--- src/rtl/vga_draw_arbiter.sv ---
// vga_draw_arbiter
//
// Shares the single VGA pixel-write port among four drawing engines
// (rocket, alien fleet, bullets, score/title overlay). An engine that wins
// arbitration owns the port for a whole burst. During that burst its pixel
// stream is registered onto the adapter-facing bus. Winners are chosen
// round-robin. A hold watchdog reclaims the port from an engine that never
// finishes its burst.
//
// Parameters:
//   NREQ      number of requesters (the logic is written for exactly 4)
//   MAX_HOLD  maximum number of cycles a grant may be held
//   HOLD_W    width of the hold counter, 2^HOLD_W > MAX_HOLD
//
// Ports:
//   clk          system clock, rising edge
//   reset        asynchronous, active-low reset
//   req          per-requester port request (level)
//   done         per-requester burst-complete pulse
//   x_in         packed 8-bit x, slice i belongs to requester i
//   y_in         packed 7-bit y, slice i belongs to requester i
//   colour_in    packed 3-bit colour, slice i belongs to requester i
//   plot_in      per-requester pixel-valid
//   grant        one-hot ownership, or all zero
//   xout         registered pixel x to the VGA adapter
//   yout         registered pixel y to the VGA adapter
//   colourOut    registered pixel colour to the VGA adapter
//   plot         registered pixel write enable to the VGA adapter
//   busy         high while a burst is owned or being released
//   timeout_err  one-cycle pulse when the watchdog revokes a grant

module vga_draw_arbiter #(
  parameter int NREQ     = 4,
  parameter int MAX_HOLD = 19200,
  parameter int HOLD_W   = 15
) (
  input  logic              clk,
  input  logic              reset,
  input  logic [NREQ-1:0]   req,
  input  logic [NREQ-1:0]   done,
  input  logic [8*NREQ-1:0] x_in,
  input  logic [7*NREQ-1:0] y_in,
  input  logic [3*NREQ-1:0] colour_in,
  input  logic [NREQ-1:0]   plot_in,
  output logic [NREQ-1:0]   grant,
  output logic [7:0]        xout,
  output logic [6:0]        yout,
  output logic [2:0]        colourOut,
  output logic              plot,
  output logic              busy,
  output logic              timeout_err
);

  typedef enum logic [1:0] {
    IDLE    = 2'd0,
    OWN     = 2'd1,
    RELEASE = 2'd2
  } state_t;

  state_t            state;
  state_t            state_next;
  logic [1:0]        ptr;
  logic [1:0]        ptr_next;
  logic [1:0]        owner;
  logic [1:0]        owner_next;
  logic [HOLD_W-1:0] hold_cnt;
  logic [HOLD_W-1:0] hold_next;
  logic [NREQ-1:0]   grant_next;
  logic [7:0]        x_next;
  logic [6:0]        y_next;
  logic [2:0]        colour_next;
  logic              plot_next;
  logic              timeout_next;

  logic [7:0]        x_arr [NREQ];
  logic [6:0]        y_arr [NREQ];
  logic [2:0]        c_arr [NREQ];

  logic              win_found;
  logic [1:0]        win_idx;
  logic [1:0]        cand;

  // Unpack the per-requester pixel buses so the owner can be selected by index.
  always_comb begin
    for (int i = 0; i < NREQ; i++) begin
      x_arr[i] = x_in[8*i +: 8];
      y_arr[i] = y_in[7*i +: 7];
      c_arr[i] = colour_in[3*i +: 3];
    end
  end

  // Round-robin pick: scan ptr+1, ptr+2, ... with 2-bit wraparound, so the
  // last scanned slot is ptr itself (the previous owner gets lowest priority).
  always_comb begin
    win_found = 1'b0;
    win_idx   = ptr;
    cand      = '0;
    for (int k = 1; k <= 4; k++) begin
      cand = ptr + 2'(k);
      if (!win_found && req[cand]) begin
        win_found = 1'b1;
        win_idx   = cand;
      end
    end
  end

  // All outputs are registered; this block computes their next values.
  // plot defaults to 0 so that it is only high for a cycle following an
  // owner pixel. The pixel sampled on the exit edge of OWN is still
  // forwarded. xout/yout/colourOut hold their values outside OWN.
  always_comb begin
    state_next   = state;
    ptr_next     = ptr;
    owner_next   = owner;
    hold_next    = hold_cnt;
    grant_next   = grant;
    x_next       = xout;
    y_next       = yout;
    colour_next  = colourOut;
    plot_next    = 1'b0;
    timeout_next = 1'b0;

    case (state)
      IDLE: begin
        grant_next = '0;
        if (win_found) begin
          state_next = OWN;
          owner_next = win_idx;
          grant_next = NREQ'(1) << win_idx;
          hold_next  = '0;
        end
      end

      OWN: begin
        x_next      = x_arr[owner];
        y_next      = y_arr[owner];
        colour_next = c_arr[owner];
        plot_next   = plot_in[owner];
        hold_next   = hold_cnt + HOLD_W'(1);
        // A real completion (done or withdrawal) takes precedence over the
        // watchdog, so a burst that finishes exactly on time is not flagged.
        if (done[owner] || !req[owner]) begin
          state_next = RELEASE;
          grant_next = '0;
        end else if (hold_cnt == HOLD_W'(MAX_HOLD - 1)) begin
          state_next   = RELEASE;
          grant_next   = '0;
          timeout_next = 1'b1;
        end
      end

      RELEASE: begin
        grant_next = '0;
        ptr_next   = owner;
        hold_next  = '0;
        state_next = IDLE;
      end

      default: begin
        grant_next = '0;
        state_next = IDLE;
      end
    endcase
  end

  // State and output registers. Reset is asynchronous, so grant and plot
  // drop the moment reset asserts, even in the middle of a burst.
  always_ff @(posedge clk or negedge reset) begin
    if (!reset) begin
      state       <= IDLE;
      ptr         <= 2'd3;
      owner       <= 2'd0;
      hold_cnt    <= '0;
      grant       <= '0;
      xout        <= '0;
      yout        <= '0;
      colourOut   <= '0;
      plot        <= 1'b0;
      timeout_err <= 1'b0;
    end else begin
      state       <= state_next;
      ptr         <= ptr_next;
      owner       <= owner_next;
      hold_cnt    <= hold_next;
      grant       <= grant_next;
      xout        <= x_next;
      yout        <= y_next;
      colourOut   <= colour_next;
      plot        <= plot_next;
      timeout_err <= timeout_next;
    end
  end

  assign busy = (state != IDLE);

endmodule
--- config.mk ---
export PLATFORM = sky130hd
export DESIGN_NAME = vga_draw_arbiter
export DESIGN_NICKNAME = d
export VERILOG_FILES = /design/src/rtl/vga_draw_arbiter.sv
export SDC_FILE = /design/constraint.sdc
export NUM_CORES = 1
export LEC_CHECK = 0
export ABC_AREA = 1
export CAP_MARGIN = 20
export CELL_PAD_IN_SITES_DETAIL_PLACEMENT = 1
export CELL_PAD_IN_SITES_GLOBAL_PLACEMENT = 1
export CORE_UTILIZATION = 45
export CTS_BUF_LIST = sky130_fd_sc_hd__clkbuf_8
export DETAILED_ROUTE_END_ITERATION = 8
export DONT_BUFFER_PORTS = 1
export MAX_ROUTING_LAYER = met4
export PLACE_DENSITY_LB_ADDON = 0.1
export SLEW_MARGIN = 20
export SYNTH_ARGS = -nofsm -noshare
export SYNTH_HDL_FRONTEND = slang
export SYNTH_SLANG_ARGS = --single-unit
--- constraint.sdc ---
create_clock -name clk -period 2.1 [get_ports clk]
set_input_delay 0.525 -clock clk [delete_from_list [all_inputs] [get_ports clk]]
set_output_delay 0.525 -clock clk [all_outputs]
set_load 0.05 [all_outputs]
* Word-level counts from Yosys, hierarchy flattened
Cells that the tools add are included.
** Word-level totals
- Word-level logic and storage cells :: 86
- Register bits :: 45
** Cells by class
- Shift-type cells :: 1
- $lt $le $gt $ge :: 6
- Reductions and logical operators :: 14
- Add/sub/neg operators :: 4
- Bitwise logic cells :: 1
- Equal/unequal tests :: 5
- Muxes and demuxes :: 45
** Operators by type and width (count)
- $pmux W15 S3 :: 1
- $bmux W8 S2 :: 1
- $mux W8 :: 2
- $add A15 B1 Y15 const B :: 1
- $eq A15 B15 Y1 const B :: 1
- $lt A2 B3 Y1 const B :: 5
- $mux W1 :: 15
- $mux W15 :: 1
- $bmux W1 S2 :: 7
- $bmux W7 S2 :: 1
- $mux W2 :: 7
- $mux W7 :: 2
- $mux W4 :: 3
- $pmux W4 S2 :: 1
- $bmux W3 S2 :: 1
- $mux W3 :: 2
- $reduce_and A2 Y1 :: 3
- $add A2 B2 Y2 const B :: 2
- $logic_not A1 Y1 :: 4
- $pmux W2 S2 :: 1
- $shl A1 B2 Y4 const A :: 1
- $ge A3 B3 Y1 const B :: 1
- $logic_and A1 B1 Y1 :: 3
- $ne A3 B3 Y1 const B :: 1
- other kinds (9) :: 9

* Logic depth before layout (Yosys ltp)
- Depth after elaboration :: 16
- Gate-level depth with buffers :: 13
- Gate-level depth less buffers :: 12

* Worst setup path after synthesis
No wires, ideal clock.
- Path type :: register -> register
- Start point :: register ptr[1]
- End point :: register state[0]
- Arrival time :: 1481 ps
- Stages on the path, launching flop included :: 12
- Path buffers :: 1
- Period minus slack after synthesis :: 1605 ps
- Library setup time :: 124 ps
- Path slack :: 495 ps
- Path through :: dfstp_2 buf_6 inv_4 nand2_2 nand2_2 nand2_4 nand2_4 nor2_4 nand3_4 nand2_4 inv_2 or2_1
** Between the ends
- Cells in the longest elaborated chain, start to end :: 15
** Ends and longest elaborated chain
- start, declared :: RTL line 62 : logic [1:0] ptr;
- start signal, assigned :: RTL line 182 : ptr <= ptr_next;
- $add A2 B1 Y2 :: RTL line 99 : cand = ptr + 2'(k);
- $bmux W1 S2 :: RTL line 100 : if (!win_found && req[cand]) begin
- $mux W1 (implied by the code) :: RTL line 100
- $mux W1 :: RTL line 100
- $logic_not A1 Y1 :: RTL line 100
- $logic_and A1 B1 Y1 :: RTL line 100
- $mux W1 :: RTL line 100
- $logic_not A1 Y1 :: RTL line 100
- $logic_and A1 B1 Y1 :: RTL line 100
- $mux W1 :: RTL line 100
- $logic_not A1 Y1 :: RTL line 100
- $logic_and A1 B1 Y1 :: RTL line 100
- $mux W1 (*) :: RTL line 100
- $ne A2 B2 Y1 (no source line) (*)
- $reduce_and A2 Y1 (no source line) (*)
- end signal, assigned :: RTL line 181 : state <= state_next;
- end, declared :: RTL line 60 : state_t state;
Mark *: on every way between the ends. The rest lies on a longest branch, timed or not. The select of a mux whose other input is x is not followed.
A chain may end at the register's enable or synchronous reset.

* Worst setup path after layout
- Start point :: register ptr[0]
- End point :: register state[0]
The elaborated chain is that of the path after synthesis.

==> results <==
cell type report:
cell class | instances | area, um2 | area share
flip-flops and latches | 45 | 1130 | 0.359
clock inverters | 1 | 7.51 | 0.00239
repair buffers | 8 | 80.1 | 0.0255
inverters | 26 | 100 | 0.0319
well taps | 77 | 96.3 | 0.0307
clock buffers | 6 | 82.6 | 0.0263
multi-input cells | 336 | 1650 | 0.524
worst max-delay path, delay by kind of cell (launching register included):
kind,cells,cell delay [ns]
flops,1,0.66
simple gates,8,0.91
buf+inv,2,0.17
sequential cells by signal, indices dropped and copies added, names as in the netlist:
signal       flops
grant            4
colourOut        3
owner            2
xout             8
yout             7
ptr              2
timeout_err      1
plot             1
hold_cnt        15
state            2
power by group through the flow:
stage	Clock [mW]	Combinational, mW	Sequential [mW]
global route	0.609	3.02	2.20
detailed placement	0	2.64	2.18
CTS	0.578	2.67	2.16
finish	0.559	2.62	2.15
global placement	0	2.55	2.18
floorplan	0	2.21	2.03
cells by family after synthesis:
group,count (synthesis),synth area share
AO/OA/AOI/OAI,88,0.176
AND/OR/NAND/NOR,247,0.373
buffers and inverters,45,0.0658
adder cells (fa/ha/maj),1,0.00422
flip-flops,45,0.381
final timing paths:
kind,to,cells past startpoint,start,slack (ns)
max reg2reg,state[0],10,ptr[0],0.24
min,hold_cnt[13],1,reset,0.05
max in group asynchronous,state[1],1,reset,1.83
max,state[0],10,ptr[0],0.24
min in group clk,xout[3],2,x_in[11],0.43
min reg2reg,hold_cnt[0],1,hold_cnt[0],0.55
routing by layer:
metal,vias up,track usage
li1,1391,-
met1,1298,0.305
met2,76,0.419
met3,9,0.0497
met4,0,0.0674
met5,-,-
placed cells by master, fill, tap and decap left out, types with 6 or more instances in the layout:
master and n:
sky130_fd_sc_hd__a31oi_1 18, sky130_fd_sc_hd__nor2_1 110, sky130_fd_sc_hd__nand3_1 27, sky130_fd_sc_hd__nand2_1 80, sky130_fd_sc_hd__clkbuf_8 6, sky130_fd_sc_hd__o21ai_0 52, sky130_fd_sc_hd__inv_1 21, sky130_fd_sc_hd__dfrtp_1 43
sky130_fd_sc_hd__o21ai_2 6, sky130_fd_sc_hd__buf_4 7
repair_timing:
action / 4_1_cts / 5_1_grt
endpoints found under the hold margin: 43 / 0
setup endpoints to repair: 0 / 0
buffers inserted: 0 / 0
hold buffers: 1 / 0
==> results.py <==
metrics = {
    "outcome": {
        "outcome": "finished clean",
    },
    "yosys": {
        "synth-edff-count": 0,
        "synthDominantAreaCellType": "sky130_fd_sc_hd__dfrtp_1",
        "syn_area_per_cell_um2": 6.96,
        "ys_seq_elements": 45,
        "synthTopCellsByArea": "sky130_fd_sc_hd__dfrtp_1, sky130_fd_sc_hd__nor2_1, sky130_fd_sc_hd__nand2_1",
        "yosysUniqueCellTypes": 36,
        "synth_most_common_cell": "sky130_fd_sc_hd__nor2_1",
        "netlist.area_leader.share": 0.363,
        "ys_top_cells_by_count": "sky130_fd_sc_hd__nor2_1, sky130_fd_sc_hd__nand2_1, sky130_fd_sc_hd__o21ai_0, sky130_fd_sc_hd__dfrtp_1, sky130_fd_sc_hd__nand3_1",
        "synthesis.nets": 513,
        "synth_seq_area_share": 0.381,
        "syn_std_cell_area_um2": 2970,
        "synth_cells": 426,
        "synth-main-ff-cell": "sky130_fd_sc_hd__dfrtp_1",
        "postSynth.asyncResetShare": 1.00,
        "ys_warn_count": 0,
    },
    "routing": {
        "drt_first_iter_violations": 57,
        "detailroute.via_count": 2774,
        "wirelength_met1_mm": 3.51,
        "drt-wirelength-per-cell_um": 15.8,
        "drtAntennaViolNets": 0,
        "highest_layer": "met4",
        "firstDrtPassIters": 4,
        "final_routed_wirelength_across_all_metal_layers_mm": 7.89,
        "met2_length_mm": 3.84,
        "detail_route.vias_per_cell": 5.56,
        "drt_drc_violations_left": 0,
        "met3RoutedLength_um": 414,
    },
    "setup_path": {
        "critical-path-max-stage-delay_ns": 0.66,
        "cp_common_cell": "sky130_fd_sc_hd__nand2_4",
        "crit_path_top_delay_cell": "sky130_fd_sc_hd__dfstp_2",
        "critPathMaxFanout": 11,
        "worst-endpoint-required_ns": 2.29,
        "critical_path.endpoint_type": "register",
        "cp_cell_sequence": "inv_2 > nand2_1 > nand2_1 > nand2_4 > nand2_4 > nor2_4 > nand3_4 > nand2_4 > inv_2 > or2_1",
        "worstPathArrival_ns": 2.04,
        "path_class": "reg -> reg",
        "startpoint_type": "register",
    },
    "placement": {
        "routability_congestion_estimate_from_global_placement": 0.811,
        "dp_slack_ns": 0.243,
        "place_area_um2": 3020,
        "detailed_place_hpwl_mm": 6.01,
        "cells_after_dpl": 491,
        "port_buffers": 0,
    },
    "cts": {
        "tritoncts.num_buffers": 5,
        "cts_max_level": 2,
        "clock_sink_count": 45,
        "path_clk_slew_ns": 0.09,
        "ctsResizeCount": 0,
        "tritoncts": "done",
        "clock_latency_on_the_worst_skew_pair_ns": 0.30,
        "cts_root_buf": "sky130_fd_sc_hd__clkbuf_8",
        "ctsLongestPathBuffers": 2,
    },
    "floorplanning": {
        "floorplan.rows": 29,
        "top_level_ports": 111,
        "die-height_um": 83.2,
        "fp.dieW_um": 83.2,
        "start_util": 0.467,
        "design.core.area_um2": 6350,
        "die-area_um2": 6920,
    },
    "sta": {
        "timing.final.hold_violations": 0,
        "finalMaxSlewViolations": 0,
        "final.setup_skew_ns": 0.00883,
        "post-route-worst-setup-slack_ns": 0.243,
        "period_minus_slack_ns": 1.86,
        "setup-violations-final": 0,
        "worst_hold_slack_ns": 0.0506,
        "max_freq_mhz": 539,
        "worst_relative_slew_slack": 0.658,
        "final.setup.tns_ns": 0,
        "finalCritPeriodShare": 0.884,
        "rsz_0062_raised_after_global_routing": "false",
        "worst_slew_pin_slew_ns": 0.509,
    },
    "pwr": {
        "powerDensity_nw_per_um2": 1700,
        "pwr-share-seq": 0.404,
        "switchingPower_mw": 3.04,
        "design_power_total_mw": 5.34,
        "clock_network_fraction_of_total_power": 0.105,
        "vdd_ir_drop_max_v": 0.000715,
        "switching_share": 0.570,
        "cell_internal_pwr_mw": 2.29,
        "total_leakage_power_nw": 1.42,
        "power.share.combinational": 0.492,
    },
    "final_layout": {
        "layout.cells.non_filler": 499,
        "design_area_um2": 3140,
        "antennaDiodeCount": 0,
        "post_route_cells_drive_above_1_share": 0.114,
        "nNetsFinal": 509,
        "fillers": 824,
        "post-route-util": 0.495,
        "layout-area-overhead-vs-synth_pct": 5.95,
    },
    "grt": {
        "via_count_of_the_first_global_routing_pass": 2887,
        "grt_antenna_before_repair": 0,
        "maximum_number_of_pins_on_one_net_before_global_route_repair": 44,
        "grt_util_all_layers": 0.249,
        "globalRouteOverflowTotal": 0,
        "grt_pass1_wl_mm": 13.7,
    },
    "worst_hold_path": {
        "worst_hold_path_class": "in -> async",
    },
    "flow_run": {
        "max-cap-violations": 0,
    },
}
Power figures use the tool's default switching activity.
==> edit (same flow settings) <==
Register the output `timeout_err` once more; this adds one clock of latency there. The other outputs are not delayed to match. Comments in the files are not updated.
--- a/src/rtl/vga_draw_arbiter.sv
+++ b/src/rtl/vga_draw_arbiter.sv
@@ -57,6 +57,8 @@
     RELEASE = 2'd2
   } state_t;
 
+  logic timeout_err_s0;
+
   state_t            state;
   state_t            state_next;
   logic [1:0]        ptr;
@@ -176,7 +178,7 @@
       yout        <= '0;
       colourOut   <= '0;
       plot        <= 1'b0;
-      timeout_err <= 1'b0;
+      timeout_err_s0 <= 1'b0;
     end else begin
       state       <= state_next;
       ptr         <= ptr_next;
@@ -187,10 +189,14 @@
       yout        <= y_next;
       colourOut   <= colour_next;
       plot        <= plot_next;
-      timeout_err <= timeout_next;
+      timeout_err_s0 <= timeout_next;
     end
   end
 
   assign busy = (state != IDLE);
 
+  always_ff @(posedge clk) begin
+    timeout_err <= timeout_err_s0;
+  end
+
 endmodule
Behaviour: no difference found for any inputs over 10 cycles, from zero or initial values and one cycle with reset low; that may be too few to reach the edited logic, so the function may still have changed.
==> edit against the unedited design <==
  * Combinational power up 3%
  * Synthesized area rose by 0.68%
  * Die area is 0.66% higher
  * Worst setup slack worse by 0.0051 ns
  * Sequential cell count is 1 higher
  * Power grew 0.93%
  * Final area up 0.92%
  * Worst hold slack hardly changed
  * Wire length grew 0.76%
==> edit: results (changes against the unedited design) <==
GRT Total Usage: 25.1% (was 24.9%)
Nets@finish: 510 (was 509)
Leakage: 1.43 nW (was 1.42 nW)
Kind of critical path: flip-flop to flip-flop (unchanged)
Async S/R FF share, synth: 97.8% (was 100%)
Reg2Reg Depth: 10 (unchanged)
Number of global-route vias before repair: 2883 (was 2887)
Met1 Usage GRT: 31.9% (was 30.5%)
Biggest cell delay along the critical path: 0.66 ns (about the same)
DP HPWL: 5960 um (was 6010 um)
DRT iter0 DRCs: 69 (was 57)
Layout Skew: 0.0112 ns (was 0.00883 ns)
Gpl congestion: 0.818 (was 0.811)
Layout cells sized above 1: 11.3% (was 11.4%)
Largest delay contributor family on the critical path: simple AND/OR/NAND/NOR gates (unchanged)
Sequential area share after synthesis: 38.5% (was 38.1%)
GR Layer Usage met2: 42.3% (was 41.9%)
M1 WL: 3600 um (was 3510 um)
Seq pwr share: 39.7% (was 40.4%)
Met3 Track Usage GR: 4.35% (was 4.97%)
Least-Margin Pin Slew: 0.508 ns (was 0.509 ns)
Routed Wire Length: 7950 um (was 7890 um)
Post-CTS sizing: 0 (unchanged)
Fill cells: 853 (was 824)
Metal2 WL: 3900 um (was 3840 um)
Status: completed (unchanged)
Synth unique cells: 37 (was 36)
Largest net degree at the start of global routing: 54 (was 44)
Synth area leaders: dfrtp_1, nor2_1, nand2_1 (unchanged)
Hold WS: 0.0511 ns (was 0.0506 ns)
First-pass GRT wire length: 13900 um (was 13700 um)
Comb group: 0.00270 W (was 0.00262 W)
Peak supply drop: 1.07 mV (was 0.715 mV)
Sw Ratio: 57.1% (was 57.0%)
-- edit: metrics by stage --
step	utilization, %	instances	setup slack [ns]	area, um^2	power (W)
2_1_floorplan	-	427	0.495	2990	0.00426
6_report	49.6	501	0.238	3170	0.00539
5_1_grt	49.6	501	0.0994	3170	0.00587
3_5_place_dp	47.9	492	0.242	3060	0.00488
4_1_cts	49.6	501	0.232	3170	0.00545
3_3_place_gp	47.9	492	0.321	3060	0.00476
-- edit: final cells by class --
| type | instances | area [um^2] | area share, % |
|---|---|---|---|
| inverters | 26 | 100 | 3.16 |
| well taps | 77 | 96.3 | 3.04 |
| multi-input cells | 336 | 1650 | 51.9 |
| repair buffers | 8 | 92.6 | 2.92 |
| flip-flops and latches | 46 | 1150 | 36.2 |
| clock buffers | 5 | 68.8 | 2.17 |
| clock inverters | 3 | 17.5 | 0.552 |
-- edit: logic make-up after synthesis --
group / share of synthesized area (%)
simple gates: 37.0
fa+ha+maj: 0.419
compound gates: 17.5
flops: 38.5
buf+inv: 6.54
